File: config.mk
export PLATFORM = sky130hd
export DESIGN_NAME = gelato_register_bank_responder
export DESIGN_NICKNAME = d
export VERILOG_FILES = /design/src/rtl/gelato_register_bank_responder.sv
export SDC_FILE = /design/constraint.sdc
export NUM_CORES = 2
export LEC_CHECK = 0
export ABC_CLOCK_PERIOD_IN_PS = 5000
export BUFFER_PORTS_ARGS = -buffer_cell sky130_fd_sc_hd__buf_4
export CAP_MARGIN = 20
export CELL_PAD_IN_SITES_DETAIL_PLACEMENT = 0
export CELL_PAD_IN_SITES_GLOBAL_PLACEMENT = 2
export CORE_MARGIN = 5
export CORE_UTILIZATION = 45
export DETAILED_ROUTE_END_ITERATION = 8
export PLACE_DENSITY_LB_ADDON = 0.2
export SLEW_MARGIN = 20
export SYNTH_ARGS = -nofsm -noshare
export SYNTH_HDL_FRONTEND = slang
export SYNTH_SLANG_ARGS = --single-unit
File: constraint.sdc
create_clock -name clk -period 5 [get_ports clk]
set_input_delay 1.25 -clock clk [delete_from_list [all_inputs] [get_ports clk]]
set_output_delay 1.25 -clock clk [all_outputs]
set_load 0.005 [all_outputs]
File: src/rtl/gelato_register_bank_responder.sv
// rtl/gelato_register_bank_responder.sv - banked register storage answering one operand-collect request per round
// Optional GELATO_REG_BYPASS_EN: a same-register writeback collision forwards wb_data instead of blocking the bank.
module gelato_register_bank_responder #(
    parameter int BANK_NUM       = 4,
    parameter int COLLECTOR_SIZE = 4,
    parameter int REG_W          = 5,
    parameter int DATA_W         = 32,
    parameter int CIDX_W         = $clog2(COLLECTOR_SIZE)
) (
    input  logic                               clk,
    input  logic                               rst_n,
    input  logic                               rdy,
    input  logic                               req_valid,
    output logic                               req_ready,
    input  logic [COLLECTOR_SIZE-1:0]          req_entry_valid,
    input  logic [COLLECTOR_SIZE*CIDX_W-1:0]   req_collector_num,
    input  logic [COLLECTOR_SIZE*3*REG_W-1:0]  req_reg_num,
    input  logic [COLLECTOR_SIZE*3-1:0]        req_reg_valid,
    output logic                               resp_valid,
    input  logic                               resp_ready,
    output logic [BANK_NUM-1:0]                resp_data_valid,
    output logic [BANK_NUM*CIDX_W-1:0]         resp_collector_index,
    output logic [BANK_NUM*2-1:0]              resp_reg_index,
    output logic [BANK_NUM*DATA_W-1:0]         resp_data,
    input  logic                               wb_valid,
    input  logic [REG_W-1:0]                   wb_reg,
    input  logic [DATA_W-1:0]                  wb_data
);
    localparam int BANK_W = $clog2(BANK_NUM);
    localparam int ROW_W  = REG_W - BANK_W;
    localparam int ROWS   = 1 << ROW_W;

    localparam logic [1:0] IDLE = 2'd0;
    localparam logic [1:0] ARB  = 2'd1;
    localparam logic [1:0] RESP = 2'd2;

    logic [1:0]                 state_q, state_d;
    logic [CIDX_W-1:0]          rr_ptr_q, rr_ptr_d;
    logic [REG_W-1:0]           op_reg_q [COLLECTOR_SIZE][3];
    logic [REG_W-1:0]           op_reg_d [COLLECTOR_SIZE][3];
    logic                       op_vld_q [COLLECTOR_SIZE][3];
    logic                       op_vld_d [COLLECTOR_SIZE][3];
    logic [CIDX_W-1:0]          cnum_q [COLLECTOR_SIZE];
    logic [CIDX_W-1:0]          cnum_d [COLLECTOR_SIZE];
    logic [BANK_NUM-1:0]        resp_dv_q, resp_dv_d;
    logic [BANK_NUM*CIDX_W-1:0] resp_cidx_q, resp_cidx_d;
    logic [BANK_NUM*2-1:0]      resp_ridx_q, resp_ridx_d;
    logic [BANK_NUM*DATA_W-1:0] resp_data_q, resp_data_d;
    logic [DATA_W-1:0]          mem_q [BANK_NUM][ROWS];

    logic [BANK_NUM-1:0]        win_found;
    logic [ROW_W-1:0]           win_row [BANK_NUM];
    logic [CIDX_W-1:0]          win_slot [BANK_NUM];
    logic [1:0]                 win_op [BANK_NUM];
    logic [CIDX_W-1:0]          scan_slot;
    logic [REG_W-1:0]           cand;

    logic                       wb_en;
    logic [BANK_NUM-1:0]        wb_hit, grant;
    logic [BANK_NUM-1:0]        lane_dv;
    logic [BANK_NUM*CIDX_W-1:0] lane_cidx;
    logic [BANK_NUM*2-1:0]      lane_ridx;
    logic [BANK_NUM*DATA_W-1:0] lane_data;

    assign req_ready            = (state_q == IDLE);
    assign resp_valid           = (state_q == RESP);
    assign resp_data_valid      = resp_dv_q;
    assign resp_collector_index = resp_cidx_q;
    assign resp_reg_index       = resp_ridx_q;
    assign resp_data            = resp_data_q;
    assign wb_en                = rdy && wb_valid && (wb_reg != '0);

    // Per-bank round-robin scan: slots from rr_ptr, operands 1..3 within a slot.
    always_comb begin
        scan_slot = '0;
        cand      = '0;
        win_found = '0;
        for (int b = 0; b < BANK_NUM; b++) begin
            win_row[b]  = '0;
            win_slot[b] = '0;
            win_op[b]   = '0;
            for (int k = 0; k < COLLECTOR_SIZE; k++) begin
                scan_slot = CIDX_W'((int'(rr_ptr_q) + k) % COLLECTOR_SIZE);
                for (int o = 0; o < 3; o++) begin
                    cand = op_reg_q[scan_slot][o];
                    if (!win_found[b] && op_vld_q[scan_slot][o] && (cand != '0)
                        && (cand[BANK_W-1:0] == BANK_W'(b))) begin
                        win_found[b] = 1'b1;
                        win_row[b]   = cand[REG_W-1:BANK_W];
                        win_slot[b]  = scan_slot;
                        win_op[b]    = 2'(o + 1);
                    end
                end
            end
        end
    end

    // A writeback to a bank steals its single port for this round.
    always_comb begin
        wb_hit    = '0;
        grant     = '0;
        lane_dv   = '0;
        lane_cidx = '0;
        lane_ridx = '0;
        lane_data = '0;
        for (int b = 0; b < BANK_NUM; b++) begin
            wb_hit[b] = wb_en && (wb_reg[BANK_W-1:0] == BANK_W'(b));
`ifdef GELATO_REG_BYPASS_EN
            grant[b] = win_found[b] && (!wb_hit[b] || (wb_reg == {win_row[b], BANK_W'(b)}));
`else
            grant[b] = win_found[b] && !wb_hit[b];
`endif
            if (grant[b]) begin
                lane_dv[b]                     = 1'b1;
                lane_cidx[b*CIDX_W +: CIDX_W]  = cnum_q[win_slot[b]];
                lane_ridx[b*2 +: 2]            = win_op[b];
                lane_data[b*DATA_W +: DATA_W]  = wb_hit[b] ? wb_data : mem_q[b][win_row[b]];
            end
        end
    end

    always_comb begin
        state_d     = state_q;
        rr_ptr_d    = rr_ptr_q;
        op_reg_d    = op_reg_q;
        op_vld_d    = op_vld_q;
        cnum_d      = cnum_q;
        resp_dv_d   = resp_dv_q;
        resp_cidx_d = resp_cidx_q;
        resp_ridx_d = resp_ridx_q;
        resp_data_d = resp_data_q;
        if (rdy) begin
            case (state_q)
                IDLE: if (req_valid) begin
                    state_d = ARB;
                    for (int s = 0; s < COLLECTOR_SIZE; s++) begin
                        cnum_d[s] = req_collector_num[s*CIDX_W +: CIDX_W];
                        for (int o = 0; o < 3; o++) begin
                            op_reg_d[s][o] = req_reg_num[(s*3+o)*REG_W +: REG_W];
                            op_vld_d[s][o] = req_entry_valid[s] && req_reg_valid[s*3+o];
                        end
                    end
                end
                ARB: begin
                    state_d     = RESP;
                    rr_ptr_d    = CIDX_W'((int'(rr_ptr_q) + 1) % COLLECTOR_SIZE);
                    resp_dv_d   = lane_dv;
                    resp_cidx_d = lane_cidx;
                    resp_ridx_d = lane_ridx;
                    resp_data_d = lane_data;
                end
                RESP: if (resp_ready) begin
                    state_d     = IDLE;
                    resp_dv_d   = '0;
                    resp_cidx_d = '0;
                    resp_ridx_d = '0;
                    resp_data_d = '0;
                end
                default: state_d = IDLE;
            endcase
        end
    end

    always_ff @(posedge clk or negedge rst_n) begin
        if (!rst_n) begin
            state_q     <= IDLE;
            rr_ptr_q    <= '0;
            resp_dv_q   <= '0;
            resp_cidx_q <= '0;
            resp_ridx_q <= '0;
            resp_data_q <= '0;
            for (int s = 0; s < COLLECTOR_SIZE; s++) begin
                cnum_q[s] <= '0;
                for (int o = 0; o < 3; o++) begin
                    op_reg_q[s][o] <= '0;
                    op_vld_q[s][o] <= 1'b0;
                end
            end
        end else begin
            state_q     <= state_d;
            rr_ptr_q    <= rr_ptr_d;
            resp_dv_q   <= resp_dv_d;
            resp_cidx_q <= resp_cidx_d;
            resp_ridx_q <= resp_ridx_d;
            resp_data_q <= resp_data_d;
            op_reg_q    <= op_reg_d;
            op_vld_q    <= op_vld_d;
            cnum_q      <= cnum_d;
        end
    end

    always_ff @(posedge clk) begin
        if (wb_en) begin
            mem_q[wb_reg[BANK_W-1:0]][wb_reg[REG_W-1:BANK_W]] <= wb_data;
        end
    end

endmodule

==> impl_metrics.ini <==
[timing]
slew_headroom = 0.3710
min_period_ns = 4.830
drv_slew = 0
fin_crit_sh = 0.9660
final-hold-violation-count = 0
skew_ns = 0.04588
rsz0062_at_grt = no
worst_slack_ns = 0.1700
setup_tns_ns = 0
setup-violations-final = 0
max_freq_mhz = 207.0
worst_slew_pin_slew_ns = 0.9336

[clock_tree]
cts_made_buffers = 132
cts_tree = yes
htreeDepth = 4
clock_latency_ns = 0.73
ctsLongestPathBuffers = 3
clk_pin_slew_ns = 0.06
clockRootBuffer = clkbuf_16
numClockSinks = 1225
ctsHoldBuffers = 0

[detailed_routing]
drt-initial-drc-count = 3013
wl_per_cell_um = 29.13
ant_nets = 0
vias_per_cell = 5.908
drc = 0
firstDrtPassIters = 5
wl_mm = 161.2
vias = 32700

[final_layout]
syn_to_final_growth_pct = 18.77
drive_gt1_frac = 0.2463
fillers = 9322
utilization = 0.5390
nets = 4032

[worst_setup_path]
crit_cells = 13
cpPeakStageDelay_ns = 0.67
crit_path_end_kind = flip-flop
critPathLaunchType = flip-flop
crit_buf_inv = 4
worst_r2r_endpoint = resp_data[18]
cp_cell_sequence = buf_4 -> buf_4 -> mux4_2 -> nor3_1 -> or2_2 -> nand4_1 -> or3_4 -> buf_4 -> o21ai_4 -> buf_12 -> mux2_4 -> a2bb2oi_2 -> nand3_1
r2r_cells = 13
rr_startpoint = rr_ptr_q[1]
worstPathMaxFanout = 31
crit_required_ns = 5.60
worst_path_most_repeated_cell = buf_4
slowest_stage = dfrtp_4
path_class = flip-flop to flip-flop
reg2reg_slack_ns = 0.17
cp_data_arrival_time_ns = 5.43
path_delay_family = simple AND/OR/NAND/NOR gates

[worst_hold_path]
min_path_cells = 1
hold_start = resp_data_valid[2]
min_delay_worst_endpoint = resp_data_valid[2]
hp-class = flip-flop to flip-flop

[floorplan]
rows = 124
dieArea_um2 = 122400
initial_core_util = 0.4538
die_y_um = 349.8
ioPinCount = 277
die_x_um = 349.8
core_area_um2 = 114500

[logic_synthesis]
ys_types = 90
synth-edff-count = 993
ys_seq_elements = 1225
syn-num-nets = 3599
ys.flop_type = edfxtp_1
syn-instance-count = 3472
yosysWarnings = 0
synth_top_area_frac = 0.5739
postSynthAreaPerCell_um2 = 14.97
netlist_area_um2 = 51960
synth_top_cell_by_area = edfxtp_1
ys_top_cells_by_area = edfxtp_1 57%, dfrtp_1 11%, mux2i_1 6.7%
synth.most_common_cell = edfxtp_1
synth_common_cells = 993 x edfxtp_1, 499 x nand2_1, 349 x mux2i_1, 232 x dfrtp_1, 154 x nor2_1
synthArstFlopShare = 0.1894
seq_area_frac_synth = 0.6856

[global_route]
antenna_found_initial = 14
grt_pass1_vias = 33160
grtUsageTotal = 0.2607
grt-ovfl-total = 0
grt_start_max_net_pins = 88
grt_pass1_wl_mm = 231.1

[place]
finalWeightedCongestion = 0.9851
io_buffers = 276
hpwl_mm = 105.1
pre_cts_ws_ns = 0.1095

[power]
ir_worst_vdd_v = 0.001083
power_uw = 50600
p_leak_uw = 0.02365
power.density_nw_per_um2 = 819.9

[run_status]
status = completed

[run]
timing.max_cap.violations = 0
-- stage by stage --
stage | hold WS [ns] | area [um2] | std cells
4_1_cts | 0.4801 | 61640 | 5525
3_3_place_gp | 0.4654 | 57290 | 5278
3_5_place_dp | 0.4673 | 57370 | 5281
2_1_floorplan | 0.4708 | 51960 | 3472
5_1_grt | 0.5009 | 61690 | 5527
6_report | 0.4749 | 61710 | 5535
-- metal layers --
metal	track usage	share of wire	up-vias
met3	0.05174	0.067	262
met2	0.4343	0.49	1192
li1	-	-	14330
met4	0.08485	0.032	8
met1	0.3476	0.41	16910
met5	0	0.00032	-
-- kinds of logic after synthesis --
group                  count (synthesis)  synth area share
AO/OA/AOI/OAI                        544           0.08245
buffers and inverters                220           0.02064
XOR/XNOR                               3         0.0005058
flip-flops                          1225            0.6856
AND/OR/NAND/NOR                      918           0.07911
multiplexers                         561            0.1316
other                                  1        0.00007217
-- layout by cell type, fill, tap and decap left out, types with 9 or more instances in the layout --
cell       instances
a21o_1            38
a21oi_1           30
a22o_1            15
a2bb2oi_1         38
a2bb2oi_2         29
a32o_1            34
a32oi_1           37
and2_1             9
and3_1            12
and3b_1            9
buf_12            39
buf_4            451
clkbuf_1          42
clkbuf_16        136
clkbuf_8           9
clkinv_1          16
clkinv_2          20
dfrtp_1          230
edfxtp_1         993
inv_1             24
mux2_1            14
mux2_2            93
mux2_4            31
mux2i_1          349
mux4_2            72
nand2_1          498
nand2b_1          11
nand3_1          110
nand3b_1          30
nor2_1           118
nor2_2            27
nor2_4            10
nor3_1            20
o211ai_1          40
o21ai_0          108
o221ai_1          72
o22ai_1           26
-- area by class of cell --
cell class,count,area (um2),area share
multi-input combinational,2028,15560,0.2522
antenna,8,20.02,0.0003244
sequential,1225,35630,0.5774
inverter,25,93.84,0.001521
tap,1512,1892,0.03066
clock inverter,57,590.6,0.009570
timing repair buffer,493,4237,0.06865
clock buffer,187,3685,0.05971
-- worst max path at each step --
stage	end	from	slack (ns)
2_1_floorplan	resp_data[10]	rr_ptr_q[0]	0.90
3_3_place_gp	resp_data[14]	rr_ptr_q[1]	0.18
3_5_place_dp	resp_data[71]	rr_ptr_q[1]	0.11
4_1_cts	resp_data[69]	rr_ptr_q[1]	0.08
5_1_grt	resp_data[16]	rr_ptr_q[1]	0.05
6_report	resp_data[18]	rr_ptr_q[1]	0.17
-- flip-flops by register name, summed over array words and instances (netlist names) --
signal	count
rr_ptr_q	2
resp_reg_index	8
mem_q	993
resp_data_valid	4
cnum_q	8
state_q	2
resp_data	128
resp_collector_index	8
op_reg_q	60
op_vld_q	12
-- report_power, final --
part | switching, uW | internal, uW | leakage [uW]
sequential | 1200 | 11900 | 0.0120
clock | 4000 | 5550 | 0.00209
combinational | 15500 | 12400 | 0.00960
total | 20700 | 29900 | 0.0237
-- what timing repair did --
item / CTS / global route
resized for setup: 0 / 4
setup endpoints to repair: 0 / 82
buffers inserted: 0 / 1
hold endpoints to repair: 0 / 0
(Power assumes the default switching activity.)
